## src/rtl/config_accumulator.sv

```systemverilog
// Per-lane tile accumulator for the packed multiplier product.
// Lanes are 1x16b, 2x8b or 4x4b, and results are handed off through a valid/ready port.
module config_accumulator #(
   parameter int LANE_W = 12,
   parameter int CNT_W  = 16
) (
   input  logic                clk,
   input  logic                rst,
   input  logic [15:0]         product,
   input  logic [1:0]          halvedPrecision,
   input  logic                in_valid,
   input  logic                in_last,
   output logic                in_ready,
   output logic [4*LANE_W-1:0] acc_out,
   output logic [3:0]          ovf_out,
   output logic [CNT_W-1:0]    beat_count,
   output logic                out_valid,
   input  logic                out_ready
);

   // state   | meaning
   // S_IDLE  | waiting for the first beat of a tile; the previous result is still visible
   // S_ACCUM | tile in progress; every accepted beat is added lane by lane
   // S_DONE  | tile complete; the result is held until out_ready
   typedef enum logic [1:0] {S_IDLE, S_ACCUM, S_DONE} state_t;
   typedef enum logic [1:0] {M_FULL, M_HALF, M_QUAD} mode_t;

   localparam int ACC_W  = 4 * LANE_W;
   localparam int HALF_W = 2 * LANE_W;

   state_t            state_q, state_d;
   mode_t             mode_q, mode_d, mode_sel;
   logic [ACC_W-1:0]  acc_q, acc_d, addend, sum;
   logic [3:0]        ovf_q, ovf_d, ovf_beat;
   logic [CNT_W-1:0]  cnt_q, cnt_d;
   logic              accept;

   function automatic mode_t decode_mode(input logic [1:0] hp);
      case (hp)
         2'b10:   decode_mode = M_HALF;
         2'b01:   decode_mode = M_QUAD;
         default: decode_mode = M_FULL;
      endcase
   endfunction

   assign in_ready   = (state_q != S_DONE);
   assign out_valid  = (state_q == S_DONE);
   assign accept     = in_valid && in_ready;
   assign acc_out    = acc_q;
   assign ovf_out    = ovf_q;
   assign beat_count = cnt_q;

   // The mode comes from the input only on a tile's first beat.
   assign mode_sel = (state_q == S_IDLE) ? decode_mode(halvedPrecision) : mode_q;

   always_comb begin
      addend   = '0;
      sum      = '0;
      ovf_beat = '0;
      case (mode_sel)
         M_HALF: begin
            for (int i = 0; i < 2; i++) begin
               addend[i*HALF_W +: HALF_W] = {{(HALF_W-8){product[8*i+7]}}, product[8*i +: 8]};
               sum[i*HALF_W +: HALF_W]    = acc_q[i*HALF_W +: HALF_W] + addend[i*HALF_W +: HALF_W];
               ovf_beat[i] = (acc_q[(i+1)*HALF_W-1] == addend[(i+1)*HALF_W-1]) &&
                             (sum[(i+1)*HALF_W-1] != acc_q[(i+1)*HALF_W-1]);
            end
         end
         M_QUAD: begin
            for (int i = 0; i < 4; i++) begin
               addend[i*LANE_W +: LANE_W] = {{(LANE_W-4){product[4*i+3]}}, product[4*i +: 4]};
               sum[i*LANE_W +: LANE_W]    = acc_q[i*LANE_W +: LANE_W] + addend[i*LANE_W +: LANE_W];
               ovf_beat[i] = (acc_q[(i+1)*LANE_W-1] == addend[(i+1)*LANE_W-1]) &&
                             (sum[(i+1)*LANE_W-1] != acc_q[(i+1)*LANE_W-1]);
            end
         end
         default: begin
            addend      = {{(ACC_W-16){product[15]}}, product};
            sum         = acc_q + addend;
            ovf_beat[0] = (acc_q[ACC_W-1] == addend[ACC_W-1]) &&
                          (sum[ACC_W-1] != acc_q[ACC_W-1]);
         end
      endcase
   end

   always_comb begin
      state_d = state_q;
      mode_d  = mode_q;
      acc_d   = acc_q;
      ovf_d   = ovf_q;
      cnt_d   = cnt_q;
      case (state_q)
         S_IDLE: begin
            if (accept) begin
               mode_d  = mode_sel;
               acc_d   = addend;
               ovf_d   = '0;
               cnt_d   = CNT_W'(1);
               state_d = in_last ? S_DONE : S_ACCUM;
            end
         end
         S_ACCUM: begin
            if (accept) begin
               acc_d   = sum;
               ovf_d   = ovf_q | ovf_beat;
               cnt_d   = (&cnt_q) ? cnt_q : cnt_q + CNT_W'(1);
               state_d = in_last ? S_DONE : S_ACCUM;
            end
         end
         S_DONE: begin
            if (out_ready) state_d = S_IDLE;
         end
         default: state_d = S_IDLE;
      endcase
   end

   always_ff @(posedge clk or posedge rst) begin
      if (rst) begin
         state_q <= S_IDLE;
         mode_q  <= M_FULL;
         acc_q   <= '0;
         ovf_q   <= '0;
         cnt_q   <= '0;
      end else begin
         state_q <= state_d;
         mode_q  <= mode_d;
         acc_q   <= acc_d;
         ovf_q   <= ovf_d;
         cnt_q   <= cnt_d;
      end
   end

endmodule

```

## config.mk

```make
export PLATFORM = sky130hd
export DESIGN_NAME = config_accumulator
export DESIGN_NICKNAME = d
export VERILOG_FILES = /design/src/rtl/config_accumulator.sv
export SDC_FILE = /design/constraint.sdc
export NUM_CORES = 1
export LEC_CHECK = 0
export CELL_PAD_IN_SITES_DETAIL_PLACEMENT = 0
export CELL_PAD_IN_SITES_GLOBAL_PLACEMENT = 1
export CORE_MARGIN = 2
export CORE_UTILIZATION = 25
export DETAILED_ROUTE_END_ITERATION = 6
export GPL_TIMING_DRIVEN = 0
export PLACE_DENSITY_LB_ADDON = 0.15
export SYNTH_ARGS = -nofsm -noshare
export SYNTH_HDL_FRONTEND = slang
export SYNTH_SLANG_ARGS = --single-unit
```

## constraint.sdc

```tcl
create_clock -name clk -period 8.96 [get_ports clk]
set_input_delay 1.792 -clock clk [delete_from_list [all_inputs] [get_ports clk]]
set_output_delay 1.792 -clock clk [all_outputs]
set_load 0.02 [all_outputs]
```

==> impl_metrics.env <==
export IMPL_cts_tree="built"
export IMPL_ys_warn_count=0
export IMPL_firstDrtPassIters=5
export IMPL_n_fill_cell=4301
export IMPL_row_count=72
export IMPL_dp_cells=1893
export IMPL_layout_common_cells="a21oi_1 (144), nand2_1 (115), nor2_1 (98)"
export IMPL_drv_slew=0
export IMPL_rr_worst_depth=11
export IMPL_drive_above_1_share_pct=5.47
export IMPL_critPathLaunchType="input pin"
export IMPL_rr_endpoint="acc_out[19]"
export IMPL_antenna_found_initial=0
export IMPL_status="completed"
export IMPL_syn_area_mm2=0.00974
export IMPL_die_w_um=201
export IMPL_min_period_over_period_pct=63.1
export IMPL_cts_resized=0
export IMPL_cts_hold_buffers=0
export IMPL_arrival_ns=5.84
export IMPL_hpwlAfterDp_um=33800
export IMPL_place_gp_congestion=0.882
export IMPL_rsz0062_at_grt="no"
export IMPL_fin_area_mm2=0.0116
export IMPL_grt_start_max_net_pins=44
export IMPL_grt_first_pass_wirelength_um=66300
export IMPL_wl_um=44400
export IMPL_syn_instance_count=1281
export IMPL_clock_path_buffers=2
export IMPL_r2r_start="state_q[1]"
export IMPL_worst_slack_ns=3.30
export IMPL_hp_start="ovf_out[1]"
export IMPL_register_area_mm2=0.00180
export IMPL_synth_flop_cell="dfrtp_1"
export IMPL_setup_viol=0
export IMPL_place_ws_ns=2.81
export IMPL_placed_area_mm2=0.0114
export IMPL_final_common_cell="a21oi_1"
export IMPL_min_path_type="reg2reg"
export IMPL_antenna_left=0
export IMPL_synthToLayoutAreaGrowth_pct=19.4
export IMPL_cap_violations=0
export IMPL_syn_num_nets=1400
export IMPL_wl_per_cell_um=23.3
export IMPL_io_pins=93
export IMPL_max_slew_margin_rel_pct=25.3
export IMPL_drt_iter0_markers=727
export IMPL_p_per_area_mw_per_mm2=384
export IMPL_nets=1505
export IMPL_required_ns=9.14
export IMPL_hold_violations=0
export IMPL_drc_errors=0
export IMPL_multiInputGateArea_mm2=0.00751
export IMPL_skew_ns=0.0125
export IMPL_synth_edf_count=0
export IMPL_ys_ff_latch=72
export IMPL_fin_tns_setup_ns=0
export IMPL_die_y_um=201
export IMPL_ys_types=89
export IMPL_ir_drop_uv=135
export IMPL_root_buffer="clkbuf_16"
export IMPL_crit_type="in2reg"
export IMPL_routed_via_count=10500
export IMPL_cts_sinks=72
export IMPL_async_flop_share_pct=100
export IMPL_final_cells=1908
export IMPL_start_util_pct=25.3
export IMPL_portBuffers=92
export IMPL_fin_util_pct=30.2
export IMPL_fin_crit_ns=5.66
export IMPL_leakage_nw=4.78
export IMPL_critPathMaxFanout=10
export IMPL_clk_pin_slew_worst_paths_ns=0.07
export IMPL_hold_depth=2
export IMPL_overflow=0
export IMPL_grt_pass1_vias=10200
export IMPL_h_tree_depth=3
export IMPL_syn_area_per_cell_um2=7.61
export IMPL_post_cts_buffers=0
export IMPL_hold_end="ovf_out[1]"
export IMPL_tightest_slew_ns=1.12
export IMPL_crit_path_end_kind="flop"
export IMPL_avgViaCountPerCell=5.48
export IMPL_fmax_mhz=177
export IMPL_fp_coreArea_mm2=0.0386
export IMPL_die_area_mm2=0.0406
export IMPL_synth_seq_area_share_pct=18.5
export IMPL_insertedDiodeCount=0
export IMPL_grt_use_total_pct=21.5
export IMPL_clk_insertion_delay_late_ns=0.37
export IMPL_r2r_slack_ns=4.46
export IMPL_cts_buffers=9
[state kept, by name, indices dropped and copies added, names as in the netlist]
| signal | cells |
|---|---|
| mode_q | 2 |
| acc_out | 48 |
| beat_count | 16 |
| ovf_out | 4 |
| state_q | 2 |
[synth_stat cells, types with 4 or more instances]
cell       count  area share (%)
o22ai_1        6            0.39
o31ai_1       12            0.92
and3_1        19             1.2
buf_1          4            0.15
o221ai_1       8            0.72
nor2b_1        8            0.51
xnor2_1       58             5.2
fa_1           4            0.82
a22oi_1        6            0.46
nand2b_1       8            0.51
nand4_1       20             1.3
nand3_1       27             1.4
nand3b_1       4            0.31
and4_1         4            0.36
a221o_1        5            0.51
nor3b_1        4            0.31
o21ai_1        8            0.41
inv_1         40             1.5
a21oi_2        5            0.45
xor2_1        43             3.9
nor3_1        33             1.7
buf_2          6            0.31
dfrtp_1       72              18
o21bai_1      14             1.1
or3_1         12            0.77
o21ai_0       84             4.3
clkbuf_1      60             2.3
ha_1          92              12
a31oi_1       22             1.4
a21o_1        53             4.1
o211ai_1      10            0.77
nor2_1        98             3.8
a211oi_1      25             1.9
a21oi_1      144             7.4
a2111oi_0      5            0.45
and2_1         7            0.45
mux2i_1       14             1.4
or2_2         12            0.77
a211o_1        4            0.36
nand2_1      115             4.4
a221oi_1      23             2.1
o21a_1        10            0.77
a21boi_0       8            0.62
[report_power, final]
part / switching (mW) / internal (mW) / total (mW)
Sequential: 0.187 / 0.438 / 0.625
Clock: 0.177 / 0.203 / 0.380
Combinational: 2.15 / 1.32 / 3.46
[through the flow]
step	hold slack (ns)	power, mW
after floorplan	0.481	2.92
after global placement	0.493	4.05
after detailed placement	0.490	4.05
after CTS	0.508	4.46
after global routing	0.552	4.82
final	0.506	4.46
[critical path, cell delays in order]
cell             delay, ns
clkdlybuf4s50_1       0.43
nor3b_1               0.15
a21oi_1               0.24
inv_1                 0.08
ha_1                  0.30
clkinv_1              0.33
nand2_1               0.45
o21ai_0               0.16
a21oi_1               0.76
and2_1                0.25
clkbuf_1              0.68
a2111oi_0             0.22
[cell type report]
cell class                      count  area share (%)
Multi-Input combinational cell   1096            64.5
Clock buffer                       11            2.17
Buffer                             72            2.43
Sequential cell                    72            15.5
Tap cell                          518            5.57
Clock inverter                      4           0.258
Inverter                           41            1.34
Timing Repair Buffer               94            8.22
[kinds of logic after synthesis]
family / after synthesis / share of synthesized area (%)
and+or+nand+nor: 383 / 19.0
buffers and inverters: 113 / 4.48
muxes: 17 / 1.78
DFF: 72 / 18.5
adders and majority gates: 96 / 12.6
AOI/OAI and AO/OA: 499 / 34.6
xor gates and xnor gates: 101 / 9.08
[layer usage]
metal | global-route usage [%] | vias to the layer above | share of wire [%]
met3 | 3.14 | 66 | 4.7
met1 | 29.4 | 5114 | 47
met2 | 35.3 | 267 | 46
met5 | 0 | - | 0
met4 | 6.04 | 0 | 2.5
li1 | - | 5014 | -
[worst max path at each step]
stage / from / end / depth (start not counted)
floorplan: product[0] / acc_out[18] / 10
finish: halvedPrecision[0] / acc_out[19] / 12
global route: halvedPrecision[0] / acc_out[19] / 12
global placement: product[15] / acc_out[41] / 12
CTS: halvedPrecision[0] / acc_out[19] / 12
detailed placement: halvedPrecision[0] / acc_out[19] / 12
No activity file was read; power rests on OpenSTA's default activity.
